$ cat config.mk
export PLATFORM = sky130hd
export DESIGN_NAME = mac_opnd_srv
export DESIGN_NICKNAME = d
export VERILOG_FILES = /design/src/rtl/mac_pkg.sv /design/src/rtl/mac_opnd_rdport.sv /design/src/rtl/mac_opnd_srv.sv
export SDC_FILE = /design/constraint.sdc
export NUM_CORES = 1
export LEC_CHECK = 0
export CAP_MARGIN = 10
export CORE_AREA = 2 2 373 375
export CTS_CLUSTER_DIAMETER = 100
export DETAILED_ROUTE_END_ITERATION = 10
export DIE_AREA = 0 0 375 377
export DONT_BUFFER_PORTS = 1
export PLACE_DENSITY_LB_ADDON = 0.15
export SYNTH_ARGS = -nofsm -noshare
export SYNTH_HDL_FRONTEND = slang
export SYNTH_SLANG_ARGS = --single-unit
$ cat constraint.sdc
create_clock -name clk -period 18.3 [get_ports clk]
set_input_delay 3.66 -clock clk [delete_from_list [all_inputs] [get_ports clk]]
set_output_delay 3.66 -clock clk [all_outputs]
set_load 0.02 [all_outputs]
$ cat src/rtl/mac_pkg.sv
// Shared definitions for the MAC operand server.
// Holds the bus-owner state encoding, the host select encoding and the
// default sizing parameters.
package mac_pkg;

    localparam int PL_DEF = 4;   // multiplier lanes (A regfile depth)
    localparam int DW_DEF = 64;  // data word width
    localparam int AW_DEF = 13;  // word address width

    // Who currently owns the operand RAMs.
    typedef enum logic [1:0] {
        OWN_IDLE = 2'd0,
        OWN_HOST = 2'd1,
        OWN_MAC  = 2'd2
    } own_st_e;

    // Host target select.
    localparam logic [1:0] SEL_A = 2'd0;
    localparam logic [1:0] SEL_B = 2'd1;
    localparam logic [1:0] SEL_X = 2'd2;
    localparam logic [1:0] SEL_Y = 2'd3;

endpackage

$ cat src/rtl/mac_opnd_rdport.sv
// One MAC-side operand read path: RAM strobe/address generation, capture of
// the 1-cycle-latency RAM data, and hold of the last returned word.
// With MAC_OPND_SRV_BNDCHK_EN defined, reads at ptr >= len are blocked,
// return zero and raise o_err for one cycle.
module mac_opnd_rdport
    import mac_pkg::*;
#(
    parameter int DW = DW_DEF,
    parameter int AW = AW_DEF
) (
    input  logic          clk,
    input  logic          reset,
    input  logic          i_en,     // MAC owns the RAMs
    input  logic          i_rd,
    input  logic [AW-1:0] i_ptr,
    input  logic [AW-1:0] i_len,
    input  logic [AW-1:0] i_base,
    input  logic [DW-1:0] i_rdata,
    output logic          o_cs,
    output logic [AW-1:0] o_addr,
    output logic [DW-1:0] o_dat,
    output logic          o_err
);

    logic          w_strobe;
    logic          w_oob;
    logic          r_pend;
    logic          r_oob;
    logic [DW-1:0] r_hold;

    assign w_strobe = i_en & i_rd;

`ifdef MAC_OPND_SRV_BNDCHK_EN
    assign w_oob = (i_ptr >= i_len);
`else
    logic w_unused_len;
    assign w_oob        = 1'b0;
    assign w_unused_len = ^i_len;
`endif

    // Address wraps naturally at 2^AW.
    assign o_cs   = w_strobe & ~w_oob;
    assign o_addr = w_strobe ? (i_base + i_ptr) : '0;
    assign o_err  = w_strobe & w_oob;

    // Data is live from the RAM in the cycle after the strobe, held otherwise.
    assign o_dat = r_pend ? (r_oob ? '0 : i_rdata) : r_hold;

    // Track the outstanding read and keep the last delivered word.
    always_ff @(posedge clk or posedge reset) begin
        if (reset) begin
            r_pend <= 1'b0;
            r_oob  <= 1'b0;
            r_hold <= '0;
        end else begin
            r_pend <= w_strobe;
            r_oob  <= w_oob;
            r_hold <= o_dat;
        end
    end

endmodule

$ cat src/rtl/mac_opnd_srv.sv
// MAC operand server: arbitrates the B/X/Y operand RAMs and the A register
// file between a host port and a running MAC job.
// Optional: MAC_OPND_SRV_BNDCHK_EN enables B/X read bound checking and the
// sticky err flag; without it err is tied low.
module mac_opnd_srv
    import mac_pkg::*;
#(
    parameter int PL = PL_DEF,
    parameter int DW = DW_DEF,
    parameter int AW = AW_DEF
) (
    input  logic          clk,
    input  logic          reset,
    input  logic          mac_start,
    input  logic          mac_done,
    // MAC side
    input  logic [AW-1:0] daptr,
    input  logic [AW-1:0] dbptr,
    input  logic [AW-1:0] dxptr,
    input  logic [AW-1:0] dyptr,
    input  logic          dard,
    input  logic          dbrd,
    input  logic          dxrd,
    input  logic          dywr,
    output logic [DW-1:0] dardat,
    output logic [DW-1:0] dbrdat,
    output logic [DW-1:0] dxrdat,
    input  logic [DW-1:0] dywdat,
    input  logic [AW-1:0] dblen,
    input  logic [AW-1:0] dxlen,
    input  logic [AW-1:0] base_b,
    input  logic [AW-1:0] base_x,
    input  logic [AW-1:0] base_y,
    // B RAM
    output logic          rb_cs,
    output logic          rb_we,
    output logic [AW-1:0] rb_addr,
    output logic [DW-1:0] rb_wdata,
    input  logic [DW-1:0] rb_rdata,
    // X RAM
    output logic          rx_cs,
    output logic          rx_we,
    output logic [AW-1:0] rx_addr,
    output logic [DW-1:0] rx_wdata,
    input  logic [DW-1:0] rx_rdata,
    // Y RAM
    output logic          ry_cs,
    output logic          ry_we,
    output logic [AW-1:0] ry_addr,
    output logic [DW-1:0] ry_wdata,
    input  logic [DW-1:0] ry_rdata,
    // Host
    input  logic          h_req,
    input  logic          h_we,
    input  logic [1:0]    h_sel,
    input  logic [AW-1:0] h_addr,
    input  logic [DW-1:0] h_wdata,
    output logic          h_ack,
    output logic [DW-1:0] h_rdata,
    output logic          err
);

    own_st_e               r_st;
    logic                  r_h_we;
    logic [1:0]            r_h_sel;
    logic [AW-1:0]         r_h_addr;
    logic [DW-1:0]         r_h_wdata;
    logic                  r_h_ack;
    logic [AW-1:0]         r_base_b, r_base_x, r_base_y;
    logic [PL-1:0][DW-1:0] r_areg;
    logic [DW-1:0]         r_adat;

    logic                  w_mac, w_host, w_start, w_h_acc;
    logic                  w_hb, w_hx, w_hy, w_my;
    logic [DW-1:0]         w_adat, w_h_adat;
    logic                  w_b_cs, w_x_cs, w_b_err, w_x_err;
    logic [AW-1:0]         w_b_addr, w_x_addr;

    assign w_mac   = (r_st == OWN_MAC);
    assign w_host  = (r_st == OWN_HOST);
    assign w_start = (r_st == OWN_IDLE) && mac_start;
    // A read ack cycle is already back in IDLE; hold off a new grant there so
    // a host still holding h_req is not served twice.
    assign w_h_acc = (r_st == OWN_IDLE) && !mac_start && h_req && !r_h_ack;

    // Owner FSM; mac_start beats a simultaneous h_req, host request is latched.
    always_ff @(posedge clk or posedge reset) begin
        if (reset) begin
            r_st      <= OWN_IDLE;
            r_h_we    <= 1'b0;
            r_h_sel   <= SEL_A;
            r_h_addr  <= '0;
            r_h_wdata <= '0;
        end else begin
            case (r_st)
                OWN_IDLE: begin
                    if (mac_start) begin
                        r_st <= OWN_MAC;
                    end else if (w_h_acc) begin
                        r_st      <= OWN_HOST;
                        r_h_we    <= h_we;
                        r_h_sel   <= h_sel;
                        r_h_addr  <= h_addr;
                        r_h_wdata <= h_wdata;
                    end
                end
                OWN_HOST: r_st <= OWN_IDLE;
                OWN_MAC:  if (mac_done) r_st <= OWN_IDLE;
                default:  r_st <= OWN_IDLE;
            endcase
        end
    end

    // Ack: writes in the HOST cycle, reads in the cycle after it (RAM latency).
    always_ff @(posedge clk or posedge reset) begin
        if (reset) r_h_ack <= 1'b0;
        else       r_h_ack <= (w_h_acc && h_we) || (w_host && !r_h_we);
    end

    // Job base offsets are frozen at job start.
    always_ff @(posedge clk or posedge reset) begin
        if (reset) begin
            r_base_b <= '0;
            r_base_x <= '0;
            r_base_y <= '0;
        end else if (w_start) begin
            r_base_b <= base_b;
            r_base_x <= base_x;
            r_base_y <= base_y;
        end
    end

    // A regfile lookups; indices past PL read as zero.
    always_comb begin
        w_adat   = '0;
        w_h_adat = '0;
        for (int i = 0; i < PL; i++) begin
            if (daptr == AW'(i))    w_adat   = r_areg[i];
            if (r_h_addr == AW'(i)) w_h_adat = r_areg[i];
        end
    end

    // A regfile is written only by the host.
    always_ff @(posedge clk or posedge reset) begin
        if (reset) begin
            r_areg <= '0;
        end else if (w_host && r_h_we && (r_h_sel == SEL_A)) begin
            for (int i = 0; i < PL; i++)
                if (r_h_addr == AW'(i)) r_areg[i] <= r_h_wdata;
        end
    end

    // A read data: registered on dard, held otherwise.
    always_ff @(posedge clk or posedge reset) begin
        if (reset)             r_adat <= '0;
        else if (w_mac && dard) r_adat <= w_adat;
    end
    assign dardat = r_adat;

    mac_opnd_rdport #(.DW(DW), .AW(AW)) u_rd_b (
        .clk    (clk),
        .reset  (reset),
        .i_en   (w_mac),
        .i_rd   (dbrd),
        .i_ptr  (dbptr),
        .i_len  (dblen),
        .i_base (r_base_b),
        .i_rdata(rb_rdata),
        .o_cs   (w_b_cs),
        .o_addr (w_b_addr),
        .o_dat  (dbrdat),
        .o_err  (w_b_err)
    );

    mac_opnd_rdport #(.DW(DW), .AW(AW)) u_rd_x (
        .clk    (clk),
        .reset  (reset),
        .i_en   (w_mac),
        .i_rd   (dxrd),
        .i_ptr  (dxptr),
        .i_len  (dxlen),
        .i_base (r_base_x),
        .i_rdata(rx_rdata),
        .o_cs   (w_x_cs),
        .o_addr (w_x_addr),
        .o_dat  (dxrdat),
        .o_err  (w_x_err)
    );

    // RAM port muxes: host uses raw addresses, MAC uses the rdport / Y path.
    assign w_hb = w_host && (r_h_sel == SEL_B);
    assign w_hx = w_host && (r_h_sel == SEL_X);
    assign w_hy = w_host && (r_h_sel == SEL_Y);
    assign w_my = w_mac && dywr;

    assign rb_cs    = w_b_cs | w_hb;
    assign rb_we    = w_hb & r_h_we;
    assign rb_addr  = w_hb ? r_h_addr : w_b_addr;
    assign rb_wdata = (w_hb && r_h_we) ? r_h_wdata : '0;

    assign rx_cs    = w_x_cs | w_hx;
    assign rx_we    = w_hx & r_h_we;
    assign rx_addr  = w_hx ? r_h_addr : w_x_addr;
    assign rx_wdata = (w_hx && r_h_we) ? r_h_wdata : '0;

    assign ry_cs    = w_my | w_hy;
    assign ry_we    = w_my | (w_hy & r_h_we);
    assign ry_addr  = w_hy ? r_h_addr : (w_my ? (r_base_y + dyptr) : '0);
    assign ry_wdata = w_hy ? (r_h_we ? r_h_wdata : '0) : (w_my ? dywdat : '0);

    // Host read data is presented only in the ack cycle.
    always_comb begin
        h_rdata = '0;
        if (r_h_ack && !r_h_we) begin
            case (r_h_sel)
                SEL_A:   h_rdata = w_h_adat;
                SEL_B:   h_rdata = rb_rdata;
                SEL_X:   h_rdata = rx_rdata;
                default: h_rdata = ry_rdata;
            endcase
        end
    end
    assign h_ack = r_h_ack;

`ifdef MAC_OPND_SRV_BNDCHK_EN
    logic r_err;
    // Sticky bound error, cleared at the next job start.
    always_ff @(posedge clk or posedge reset) begin
        if (reset)                  r_err <= 1'b0;
        else if (w_start)           r_err <= 1'b0;
        else if (w_b_err | w_x_err) r_err <= 1'b1;
    end
    assign err = r_err;
`else
    logic w_unused_err;
    assign w_unused_err = w_b_err | w_x_err;
    assign err          = 1'b0;
`endif

endmodule

=== Word-level counts from Yosys, hierarchy flattened ===
Cells that the tools add are included.

* Add/sub/neg operators: 3
* Equality and inequality tests: 13
* Multiplexer cells: 27
* Bitwise gates (word level): 10
* Reductions and logical operators: 30

{| class="wikitable"
|+ Operator list
! cell !! count
|-
| 2-to-1 mux 64 bit || 16
|-
| one-hot mux 64 bit (3 select lines) || 1
|-
| 2-to-1 mux 13 bit || 6
|-
| equality test 13 x 2 -> 1 bit, second input constant || 4
|-
| adder 13 bit || 3
|-
| equality test 13 x 1 -> 1 bit, second input constant || 2
|-
| logical NOT 13 bit || 2
|-
| logical AND 1 bit || 16
|-
| AND reduction 2 bit || 5
|-
| equality test 2 bit, second input constant || 3
|-
| 2-to-1 mux 2 bit || 3
|-
| AND 1 bit || 5
|-
| equality test 2 x 1 -> 1 bit, second input constant || 2
|-
| logical NOT 2 bit || 2
|-
| OR 1 bit || 4
|-
| one-hot mux 2 bit (2 select lines) || 1
|-
| logical NOT 1 bit || 3
|-
| != test 3 bit, second input constant || 1
|-
| AND reduction 3 bit || 1
|-
| != test 2 bit, second input constant || 1
|-
| logical OR 1 bit || 1
|-
| NOT 1 bit || 1
|}

* Register bits: 572
* Input port bits: 462
* Output and inout port bits: 495

=== Longest topological paths before layout ===
* Word-level depth: 7
* Depth in mapped cells: 9
* Depth with buffers taken out: 9

=== Modules after synthesis ===
A second synthesis with hierarchy kept.

* Cells, all modules: 2,932
* Area total of the unflattened synthesis: 29,883.7 µm²

{| class="wikitable"
|+ Modules (own cells, without submodules)
! module !! times used !! cells each !! area an instance (µm²) !! sequential area each (µm²)
|-
| mac_opnd_srv || 1 || 2,478 || 23,812.8 || 11,060.6
|-
| mac_opnd_rdport || 2 || 227 || 3,035.4 || 1,626.6
|}

=== Least setup slack after synthesis ===
Ideal clock, no wire load.

* Path type: input port to output port
* Start: input port dbptr[0]
* End: output port rb_addr[8]
* Arrival time: 5,587 ps
* Data required time: 14,640 ps
* Path slack: 9,053 ps
* Stages: 9
* Cell sequence: ha_1 -> inv_1 -> fa_1 -> nor2b_1 -> o31ai_1 -> a221oi_1 -> nor2_1 -> xnor2_1 -> o21ai_0

* Cells in the longest elaborated chain, start to end: 3

{| class="wikitable"
|+ Ends and longest elaborated chain
! item !! line !! text
|-
| from (decl) || mac_opnd_srv.sv:18 || <nowiki>input logic [AW-1:0] dbptr,</nowiki>
|-
| adder 13 bit || mac_opnd_rdport.sv:43 || <nowiki>assign o_addr = w_strobe ? (i_base + i_ptr) : '0;</nowiki>
|-
| 2-to-1 mux 13 bit || mac_opnd_rdport.sv:43 ||
|-
| 2-to-1 mux 13 bit || mac_opnd_srv.sv:198 || <nowiki>assign rb_addr = w_hb ? r_h_addr : w_b_addr;</nowiki>
|-
| to (decl) || mac_opnd_srv.sv:37 || <nowiki>output logic [AW-1:0] rb_addr,</nowiki>
|}

Every way passes these cells.

=== Final worst setup path ===
* Start: input port dxptr[0]
* End: output port rx_addr[10]

* Cells in the longest elaborated chain, start to end: 3

{| class="wikitable"
|+ Ends and longest elaborated chain
! item !! line !! text
|-
| from (decl) || mac_opnd_srv.sv:19 || <nowiki>input logic [AW-1:0] dxptr,</nowiki>
|-
| adder 13 bit || mac_opnd_rdport.sv:43 ||
|-
| 2-to-1 mux 13 bit || mac_opnd_rdport.sv:43 ||
|-
| 2-to-1 mux 13 bit || mac_opnd_srv.sv:203 || <nowiki>assign rx_addr = w_hx ? r_h_addr : w_x_addr;</nowiki>
|-
| to (decl) || mac_opnd_srv.sv:43 || <nowiki>output logic [AW-1:0] rx_addr,</nowiki>
|}

Every way passes these cells.

==> results.yml <==
finish:
  syn_to_final_growth_pct: 14.13
  nNetsFinal: 3190
  final_area_mm2: 0.03449
  num-fill-cells: 14420
  drive_gt1_share_pct: 26.75
sta:
  fin_setup_tns_ns: 0
  finalSetupViolCount: 0
  worst_slew_pin_slew_ns: 1.150
  skew_ns: 0.02798
  slew_violations: 0
  max_slew_margin_pct: 23.31
  finalHoldWorstSlack_ns: 0.4793
  max_clock_freq_mhz: 100.9
  period_minus_slack_ns: 9.911
  rsz0062_at_grt: "no"
  timing.final.crit_share_pct: 54.16
  finalHoldViolations: 0
clocking:
  ctsHtreeMaxLevel: 3
  cts_resized: 0
  cts_hold_buf: 0
  clk_latency_ns: 0.66
  cts-root-buf: "clkbuf_16"
  clk_pin_slew_ns: 0.05
  cts_buffer_depth: 3
  post-cts-setup-buffer-count: 0
  cts_inserted_buffers: 78
  tritoncts: "done"
  cts_sinks: 572
placed_design:
  placed_area_mm2: 0.03203
  place_congestion: 0.8093
  post-dp-hpwl_um: 92610
  io_buffers: 0
drt:
  dr.pass1.iters: 6
  route.met3.wl_um: 10370
  drc: 0
  ant_nets: 0
  routedWlPerCell_um: 30.50
  top_layer: "met5"
  vias: 24060
  wl_um: 138600
  vias_per_cell: 5.295
  dr_wl_met2_um: 68700
  m1WireLength_um: 54810
  drt_iter0_markers: 1728
synth:
  ys_ff_latch: 572
  synth_top_area_share_pct: 47.36
  async_flop_share_pct: 100.0
  syn_nets: 3300
  synth_cell_types: 59
  synth_area_per_cell_um2: 10.80
  synth_edf_count: 0
  yosys_warnings: 0
  ys_seq_area_share_pct: 47.36
  synthesis.area_mm2: 0.03022
  yosysTopAreaCell: "dfrtp_1"
  synth_ff_type: "dfrtp_1"
  synth_area_leaders: "dfrtp_1 (47%), mux2_2 (19%), o21ai_0 (3.3%)"
  syn-instance-count: 2799
global_route:
  grt_first_pass_wirelength_um: 193100
  grt_max_degree: 146
  grt_pass1_vias: 24940
  overflow: 0
  grt_util_all_layers_pct: 18.80
  antenna_found_initial: 22
setup_path:
  critPathKind: "primary input to primary output"
  end_kind: "primary output"
  cpMaxStageDelayCell: "o21ai_0"
  reg2reg_depth: 6
  cp.arrival_ns: 6.25
  critPathRequiredTime_ns: 14.64
  slowest_delay_ns: 0.75
  crit_fanout: 4
  crit_chain: "ha_1, inv_1, fa_1, nand2b_1, a21oi_1, nor3_1, o41ai_1, xnor2_1, o21ai_0"
  start_kind: "primary input"
run:
  drv_cap: 0
hold_path:
  hold_path_class: "register to register"
  holdPathStages: 1
power_and_ir_drop:
  swShare_pct: 41.92
  p_int_mw: 3.011
  clockPowerShare_pct: 28.5
  p_sw_mw: 2.173
  seqPwrFrac_pct: 40.7
  p_leak_nw: 14.77
  peakVddDrop_mv: 0.07437
  pwr_density_cell_mw_per_mm2: 150.3
  power_frac_comb_pct: 30.7
floorplan:
  die_area_mm2: 0.1414
  ioPinCount: 957
  num_rows: 136
  dieHeight_um: 377
  start_util_pct: 22.06
  coreArea_mm2: 0.1370
  die-width_um: 375
outcome:
  outcome: "finished, final reports clean"
[layout by cell type, fill, tap and decap left out, drive strengths merged, types with 3 or more instances in the layout]
cell / instances
a22o: 72
a221o: 43
a221oi: 107
o22ai: 75
nor3b: 3
clkbuf: 110
clkinvlp: 4
a31o: 3
or2: 21
mux2i: 44
nor3: 21
dfrtp: 572
o21a: 6
and2: 6
nand4: 8
nand2: 132
nor2: 249
buf: 48
ha: 36
nor2b: 7
nand2b: 50
a22oi: 5
o31ai: 5
nand3: 11
inv: 22
diode: 14
and3: 133
o21ai: 201
clkinv: 10
a21o: 9
a211oi: 11
fa: 3
or3: 3
a21oi: 117
mux2: 520
nor4: 7
a222oi: 18
xor2: 12
xnor2: 14
[worst max-delay path: cells and delay by family]
family                   cells  cell delay [ns]
adder cells (fa/ha/maj)      2             0.57
buffers and inverters        1             0.07
XOR/XNOR                     1             0.17
AND/OR/NAND/NOR              2             0.34
AO/OA/AOI/OAI                3             1.44
[path summary, 6_finish.rpt]
path	startpoint	endpoint	slack, ns
min in group asynchronous	reset	r_areg[64]	3.11
worst min-delay path	r_st[0]	r_st[1]	0.48
worst max register to register	r_h_we	r_areg[143]	14.10
max in group asynchronous	reset	r_areg[113]	12.12
worst max-delay path	dxptr[0]	rx_addr[10]	8.39
worst min register to register	r_st[0]	r_st[1]	0.48
[cells in the mapped netlist (all sizes together) (12+ instances only)]
library cell and count:
a221oi 107, mux2 520, dfrtp 572, o22ai 75, nand2 132, ha 36, a22o 72, o21ai 201
a221o 43, xnor2 14, a21oi 117, clkbuf 196, nor3 21, mux2i 44, or2 21, buf 42
inv 21, and3 133, nor2 249, xor2 12, a222oi 18, nand2b 50
[registers in the layout, summed over array words and instances (netlist names)]
| register | flops |
|---|---|
| r_areg | 256 |
| dardat | 64 |
| r_h_wdata | 64 |
| u_rd_b.r_hold | 64 |
| u_rd_x.r_hold | 64 |
| r_base_b | 13 |
| r_base_x | 13 |
| r_base_y | 13 |
| r_h_addr | 13 |
| r_h_sel | 2 |
| r_st | 2 |
| h_ack | 1 |
| r_h_we | 1 |
| u_rd_b.r_pend | 1 |
| u_rd_x.r_pend | 1 |
[per-layer routing]
| metal | up-vias | GRT usage [%] |
|---|---|---|
| met5 | - | 0 |
| met4 | 4 | 7.060 |
| met3 | 257 | 4.946 |
| met2 | 1143 | 32.18 |
| met1 | 12500 | 22.52 |
| li1 | 10150 | - |
[cells by family (layout without fill, tap and decap cells)]
logic type | count (synthesis) | after routing | share of synthesized area [%]
buf+inv | 259 | 196 | 3.449
xor+xnor | 26 | 26 | 0.7535
mux | 565 | 565 | 20.91
simple gates | 653 | 653 | 10.50
flops | 572 | 572 | 47.36
fa+ha+maj | 39 | 39 | 1.689
other cells | 1 | 15 | 0.01241
compound gates | 684 | 684 | 15.33
[stage by stage]
step	util (%)	cells	power, mW	setup slack, ns
2_1_floorplan	-	2799	3.096	6.848
3_3_place_gp	23.38	4403	3.712	8.404
3_5_place_dp	23.38	4403	3.743	8.375
4_1_cts	25.15	4530	5.264	8.373
5_1_grt	25.18	4542	5.469	8.139
6_report	25.18	4544	5.184	8.389
[power groups by stage]
| stage | clock, mW | sequential (mW) | combinational (mW) |
|---|---|---|---|
| after global routing | 1.58 | 2.16 | 1.73 |
| after detailed placement | 0 | 2.14 | 1.60 |
| final | 1.48 | 2.11 | 1.59 |
| after floorplan | 0 | 1.82 | 1.27 |
| after global placement | 0 | 2.12 | 1.59 |
| after CTS | 1.54 | 2.12 | 1.61 |
[layout make-up]
type / count / area, um2 / share of cell area, %
Timing Repair Buffer: 48 / 385.4 / 1.117
Clock inverter: 17 / 153.9 / 0.4462
Tap cell: 1794 / 2245 / 6.508
Inverter: 21 / 82.58 / 0.2394
Clock buffer: 110 / 2273 / 6.591
Antenna cell: 14 / 35.03 / 0.1016
Multi-Input combinational cell: 1968 / 14980 / 43.42
Sequential cell: 572 / 14340 / 41.58
(Power assumes the default switching activity.)
